--- src/rtl/fft_pkg.sv ---
// Shared defaults and FSM encoding for the FFT engine share scheduler.
// Optional stats counters are enabled with FFT_SHARE_SCHED_STATS_EN.
package fft_pkg;

    localparam int NFFT_DEF = 32;
    localparam int W_DEF    = 16;
    localparam int LOGN_DEF = $clog2(NFFT_DEF);

    typedef enum logic [1:0] {
        S_IDLE,
        S_START,
        S_LOAD,
        S_DRAIN
    } state_t;

endpackage

--- src/rtl/fft_share_sched_rr_arb2.sv ---
// Two-way round-robin arbiter; the pointer names the requester favoured
// on a tie and moves to the other side whenever a grant is taken.
module rr_arb2 (
    input  logic       i_clk,
    input  logic       i_rst_n,
    input  logic [1:0] i_req,
    input  logic       i_upd,
    output logic [1:0] o_gnt
);

    logic ptr_q;
    logic ptr_d;

    always_comb begin
        o_gnt = 2'b00;
        if (!ptr_q) begin
            if (i_req[0])      o_gnt = 2'b01;
            else if (i_req[1]) o_gnt = 2'b10;
        end else begin
            if (i_req[1])      o_gnt = 2'b10;
            else if (i_req[0]) o_gnt = 2'b01;
        end
    end

    always_comb begin
        ptr_d = ptr_q;
        if (i_upd && |o_gnt) ptr_d = o_gnt[0];
    end

    always_ff @(posedge i_clk or negedge i_rst_n) begin
        if (!i_rst_n) ptr_q <= 1'b0;
        else          ptr_q <= ptr_d;
    end

endmodule

--- src/rtl/fft_share_sched.sv ---
// Time-shares one FFT/IFFT engine between two block requesters.
// FFT_SHARE_SCHED_STATS_EN adds per-requester completed-block counters.
module fft_share_sched
    import fft_pkg::*;
#(
    parameter int NFFT = NFFT_DEF,
    parameter int W    = W_DEF
) (
    input  logic           i_clk,
    input  logic           i_rst_n,
    input  logic [1:0]     i_req,
    input  logic [1:0]     i_ifft,
    output logic [1:0]     o_grant,
    input  logic [1:0]     i_valid,
    input  logic [2*W-1:0] i_x_re,
    input  logic [2*W-1:0] i_x_im,
    output logic [1:0]     o_ready,
    output logic [1:0]     o_valid,
    output logic [W-1:0]   o_y_re,
    output logic [W-1:0]   o_y_im,
    output logic [1:0]     o_last,
    output logic           o_eng_start,
    output logic           o_eng_ifft,
    output logic           o_eng_valid,
    output logic [W-1:0]   o_eng_x_re,
    output logic [W-1:0]   o_eng_x_im,
    input  logic           i_eng_ready,
    input  logic           i_eng_valid,
    input  logic [W-1:0]   i_eng_y_re,
    input  logic [W-1:0]   i_eng_y_im,
    input  logic           i_eng_last
`ifdef FFT_SHARE_SCHED_STATS_EN
   ,output logic [15:0]    o_blk_cnt0,
    output logic [15:0]    o_blk_cnt1
`endif
);

    localparam int LOGN = $clog2(NFFT);
    localparam int CW   = LOGN + 1;

    state_t         state_q, state_d;
    logic           owner_q, owner_d;
    logic           ifft_q, ifft_d;
    logic [CW-1:0]  cnt_q, cnt_d;
    logic [W-1:0]   y_re_q, y_re_d;
    logic [W-1:0]   y_im_q, y_im_d;
    logic           ovld_q, ovld_d;
    logic           olast_q, olast_d;

    logic [1:0]     arb_gnt;
    logic           arb_upd;
    logic           own_valid;
    logic [W-1:0]   own_x_re;
    logic [W-1:0]   own_x_im;
    logic           accept;
    logic           load_done;
    logic           drain_v;
    logic [1:0]     own_oh;

    assign arb_upd   = (state_q == S_IDLE) && (|i_req);
    assign own_valid = i_valid[owner_q];
    assign own_x_re  = owner_q ? i_x_re[2*W-1:W] : i_x_re[W-1:0];
    assign own_x_im  = owner_q ? i_x_im[2*W-1:W] : i_x_im[W-1:0];
    assign accept    = (state_q == S_LOAD) && own_valid && i_eng_ready;
    assign load_done = accept && (cnt_q == CW'(NFFT - 1));
    assign drain_v   = (state_q == S_DRAIN) && i_eng_valid;
    assign own_oh    = owner_q ? 2'b10 : 2'b01;

    rr_arb2 u_arb (
        .i_clk   (i_clk),
        .i_rst_n (i_rst_n),
        .i_req   (i_req),
        .i_upd   (arb_upd),
        .o_gnt   (arb_gnt)
    );

    always_ff @(posedge i_clk or negedge i_rst_n) begin
        if (!i_rst_n) state_q <= S_IDLE;
        else          state_q <= state_d;
    end

    always_comb begin
        state_d = state_q;
        unique case (state_q)
            S_IDLE:  if (|i_req) state_d = S_START;
            S_START: state_d = S_LOAD;
            S_LOAD:  if (load_done) state_d = S_DRAIN;
            S_DRAIN: if (drain_v && i_eng_last) state_d = S_IDLE;
            default: state_d = S_IDLE;
        endcase
    end

    // Owner and mode are latched once at grant and frozen for the block.
    always_comb begin
        owner_d = owner_q;
        ifft_d  = ifft_q;
        if (arb_upd) begin
            owner_d = arb_gnt[1];
            ifft_d  = i_ifft[arb_gnt[1]];
        end
        cnt_d = cnt_q;
        if (state_q == S_START) cnt_d = '0;
        else if (accept)        cnt_d = cnt_q + 1'b1;
        ovld_d  = drain_v;
        olast_d = drain_v && i_eng_last;
        y_re_d  = drain_v ? i_eng_y_re : y_re_q;
        y_im_d  = drain_v ? i_eng_y_im : y_im_q;
    end

    always_ff @(posedge i_clk or negedge i_rst_n) begin
        if (!i_rst_n) begin
            owner_q <= 1'b0;
            ifft_q  <= 1'b0;
            cnt_q   <= '0;
            y_re_q  <= '0;
            y_im_q  <= '0;
            ovld_q  <= 1'b0;
            olast_q <= 1'b0;
        end else begin
            owner_q <= owner_d;
            ifft_q  <= ifft_d;
            cnt_q   <= cnt_d;
            y_re_q  <= y_re_d;
            y_im_q  <= y_im_d;
            ovld_q  <= ovld_d;
            olast_q <= olast_d;
        end
    end

    // Registered results use owner_q, still valid in the IDLE cycle after DRAIN.
    always_comb begin
        o_grant     = (state_q != S_IDLE) ? own_oh : 2'b00;
        o_eng_start = (state_q == S_START);
        o_eng_ifft  = (state_q != S_IDLE) && ifft_q;
        o_eng_valid = (state_q == S_LOAD) && own_valid;
        o_eng_x_re  = (state_q == S_LOAD) ? own_x_re : '0;
        o_eng_x_im  = (state_q == S_LOAD) ? own_x_im : '0;
        o_ready     = ((state_q == S_LOAD) && i_eng_ready) ? own_oh : 2'b00;
        o_valid     = ovld_q ? own_oh : 2'b00;
        o_last      = olast_q ? own_oh : 2'b00;
        o_y_re      = y_re_q;
        o_y_im      = y_im_q;
    end

`ifdef FFT_SHARE_SCHED_STATS_EN
    logic [15:0] blk_cnt0_q, blk_cnt0_d;
    logic [15:0] blk_cnt1_q, blk_cnt1_d;

    always_comb begin
        blk_cnt0_d = blk_cnt0_q;
        blk_cnt1_d = blk_cnt1_q;
        if (olast_q && !owner_q && blk_cnt0_q != 16'hFFFF)
            blk_cnt0_d = blk_cnt0_q + 16'd1;
        if (olast_q && owner_q && blk_cnt1_q != 16'hFFFF)
            blk_cnt1_d = blk_cnt1_q + 16'd1;
    end

    always_ff @(posedge i_clk or negedge i_rst_n) begin
        if (!i_rst_n) begin
            blk_cnt0_q <= '0;
            blk_cnt1_q <= '0;
        end else begin
            blk_cnt0_q <= blk_cnt0_d;
            blk_cnt1_q <= blk_cnt1_d;
        end
    end

    assign o_blk_cnt0 = blk_cnt0_q;
    assign o_blk_cnt1 = blk_cnt1_q;
`endif

endmodule
--- config.mk ---
export PLATFORM = sky130hd
export DESIGN_NAME = fft_share_sched
export DESIGN_NICKNAME = d
export VERILOG_FILES = /design/src/rtl/fft_pkg.sv /design/src/rtl/fft_share_sched_rr_arb2.sv /design/src/rtl/fft_share_sched.sv
export SDC_FILE = /design/constraint.sdc
export NUM_CORES = 1
export LEC_CHECK = 0
export CAP_MARGIN = 20
export CELL_PAD_IN_SITES_DETAIL_PLACEMENT = 0
export CELL_PAD_IN_SITES_GLOBAL_PLACEMENT = 2
export CORE_ASPECT_RATIO = 1.2
export CORE_UTILIZATION = 18
export CTS_BUF_LIST = sky130_fd_sc_hd__clkbuf_8
export CTS_CLUSTER_DIAMETER = 200
export DETAILED_ROUTE_END_ITERATION = 7
export PLACE_DENSITY_LB_ADDON = 0.1
export SETUP_SLACK_MARGIN = 0.5
export SLEW_MARGIN = 20
export SYNTH_ARGS = -nofsm -noshare
export SYNTH_HDL_FRONTEND = slang
export SYNTH_HIERARCHICAL = 1
export SYNTH_SLANG_ARGS = --single-unit
--- constraint.sdc ---
create_clock -name i_clk -period 1.53 [get_ports i_clk]
set_input_delay 0.3825 -clock i_clk [delete_from_list [all_inputs] [get_ports i_clk]]
set_output_delay 0.3825 -clock i_clk [all_outputs]
set_load 0.02 [all_outputs]
==> key figures <==
Outcome
  • Status: complete, but fails checks
  • Failing checks: setup timing

Floorplanning
  • Initial Util: a little under a fifth
  • FP Rows: between 40 and 50
  • Die W: 110 microns
  • Area of the die: 14400 sq um
  • Die span in y: ~130 microns
  • Core footprint: 13400 sq um
  • # IOs: 182

Detailed routing
  • DRT Pass-1 Iters: 4
  • 1st-iter DRT viols: 36
  • ANT nets after route: 0
  • Vias/cell: just over 4
  • Wirelength per Cell: 15.2 microns
  • Residual DRC count: 0
  • Routed vias: 2649
  • Total Wirelength: around 9.8 mm

Layout
  • Seq. cell area: 1130 sq um
  • Layout Nets: 589
  • Post-Layout Inst Area: 6550 sq um
  • Fillers: 1234
  • Layout area overhead: 162%
  • Number of inserted diodes: 0
  • Fraction of layout cells with a size suffix above 1: 62.6%
  • Post-layout util: 48.8%
  • Layout Cells excl Fill: about 650
  • Multi-input gate area: ~2200 sq um

Global routing
  • Initial antenna violation count: 0
  • GRT Overall Usage: 12.5%
  • Largest net degree at the start of global routing: 26
  • Global-route wire length before repair: 13.7 mm
  • GRT overflow: 0
  • Number of global-route vias before repair: 2712

Critical path
  • WP data arrival: ~1600 ps
  • Crit end category: output port
  • Crit Reg-Reg Endpoint: state_q[1]$_DFFE_PN0P_
  • Crit-path max FO: 7
  • R2r startpoint: state_q[0]$_DFFE_PN0P_
  • Worst EP required: roughly 1200 ps
  • Setup CP Type: register to output port
  • R2R depth: 8
  • Reg2Reg Setup Slack: -350 ps
  • CP startpoint kind: register

Placed design
  • Placer congestion estimate: between 0.6 and 0.7
  • Port bufs: around 180
  • Dpl hpwl: 6.33 mm
  • Setup WS pre-CTS: -543 ps
  • Post-placement cell count: 576
  • Area after DPL: about 5000 sq um

Power and ir drop
  • Overall power: 12.7 mW
  • Power per cell area: 1940 nW/um^2
  • Peak supply drop: 914 uV
  • P_leak: 2.89 nW

Clock network
  • Clock-pin slew on the worst setup and hold paths: 100 ps
  • Clock root buffer master: clkbuf_8
  • Clock buffer depth: 2
  • CTS Sinks: 45
  • Cts bufs inserted: 5
  • CTS H-Tree Depth: 2
  • CTS tree: done
  • Worst-Skew Late Latency: approximately 310 ps
  • Cts-stage hold buffer count: 0

Timing
  • Slew Viols, Final: 0
  • Fin crit period: 1980 ps
  • Tcrit/Tclk final: 129%
  • Crit path setup slack, layout: -447 ps
  • Fmax: 0.506 GHz
  • RSZ-0062 raised after global routing: true
  • Hold Fails Final Rpt: 0
  • Clock Skew: 12.1 ps
  • Rel. slew slack: 64.3%
  • Tightest Pin Transition: 536 ps
  • Setup violators final: 86

Yosys
  • Mapped Area: 2500 sq um
  • YS warnings: 6
  • Avg Inst Size Synth: 11.5 sq um
  • Syn Nets: between 300 and 400
  • Cells after Synth: 217

Worst hold path
  • Hold Crit Class: input pin to asynchronous set/reset pin

Run
  • Max-cap viol count: 0
[worst max path at each step]
| stage | end | from | cells after the start |
|---|---|---|---|
| 3_3_place_gp | o_eng_x_im[12] | i_x_im[12] | 4 |
| 3_5_place_dp | o_eng_x_im[12] | i_x_im[12] | 4 |
| 4_1_cts | o_eng_x_im[5] | owner_q$_DFFE_PN0P_ | 6 |
| 6_report | o_eng_x_im[13] | owner_q$_DFFE_PN0P_ | 6 |
| 5_1_grt | o_eng_x_im[11] | owner_q$_DFFE_PN0P_ | 6 |
| 2_1_floorplan | o_eng_x_im[0] | state_q[0]$_DFFE_PN0P_ | 5 |
[state kept, by name, indices dropped and copies added (netlist names)]
name	flops
state_q	2
cnt_q	6
olast_q	1
owner_q	1
u_arb/ptr_q	1
o_y_im	16
ifft_q	1
o_y_re	16
ovld_q	1
[where the power goes]
part | switching (mW) | internal (mW) | leakage (nW)
sequential | 0.400 | 1.73 | 0.549
clock | 0.435 | 0.316 | 0.0416
combinational | 3.80 | 6.03 | 2.30
[metal layers]
| metal | part of all wire [%] | GRT usage [%] | vias to the layer above |
|---|---|---|---|
| met5 | 0 | 0 | - |
| met4 | 1.1 | 3.76 | 0 |
| met3 | 10 | 4.45 | 5 |
| met2 | 53 | 23.1 | 123 |
| met1 | 36 | 13.1 | 1262 |
| li1 | - | - | 1259 |
[final cells by class]
cell class	count	area share, %
Multi-Input combinational cell	154	33.5
Timing Repair Buffer	265	44.3
Sequential cell	45	17.2
Clock buffer	5	1.05
Tap cell	168	3.21
Clock inverter	3	0.287
Inverter	6	0.421
[repair_timing]
item	CTS	global route
setup buffers	23	31
endpoints found under the hold margin	0	0
endpoints found under the setup margin	120	120
gates resized for setup	453	153
cloned	5	3
pin swaps	10	9
[layout by cell type, fill, tap and decap left out, types with 4 or more instances in the layout]
cell type        count
clkdlybuf4s50_1    105
buf_6               99
dfrtp_1             44
buf_4               37
nor2b_4             36
mux2_4              34
mux2i_4             24
buf_12              10
mux2i_2              9
nor2_1               6
nand2_1              5
clkbuf_8             5
buf_16               5
xnor2_1              4
ha_4                 4
[critical path: stages (launching register included)]
cell and delay [ps]:
dfrtp_2 450, buf_6 130, buf_12 140, buf_12 140, mux2i_4 180, nor2b_4 110
buf_6 120
[stage by stage]
stage / hold WS [ps] / setup TNS, ps
after floorplan: 86.9 / 0
after global placement: 400 / -24580
after detailed placement: 406 / -25100
after CTS: 52.6 / -22390
after global routing: 61.8 / -26920
final: 35.9 / -21470
Power figures use the tool's default switching activity.
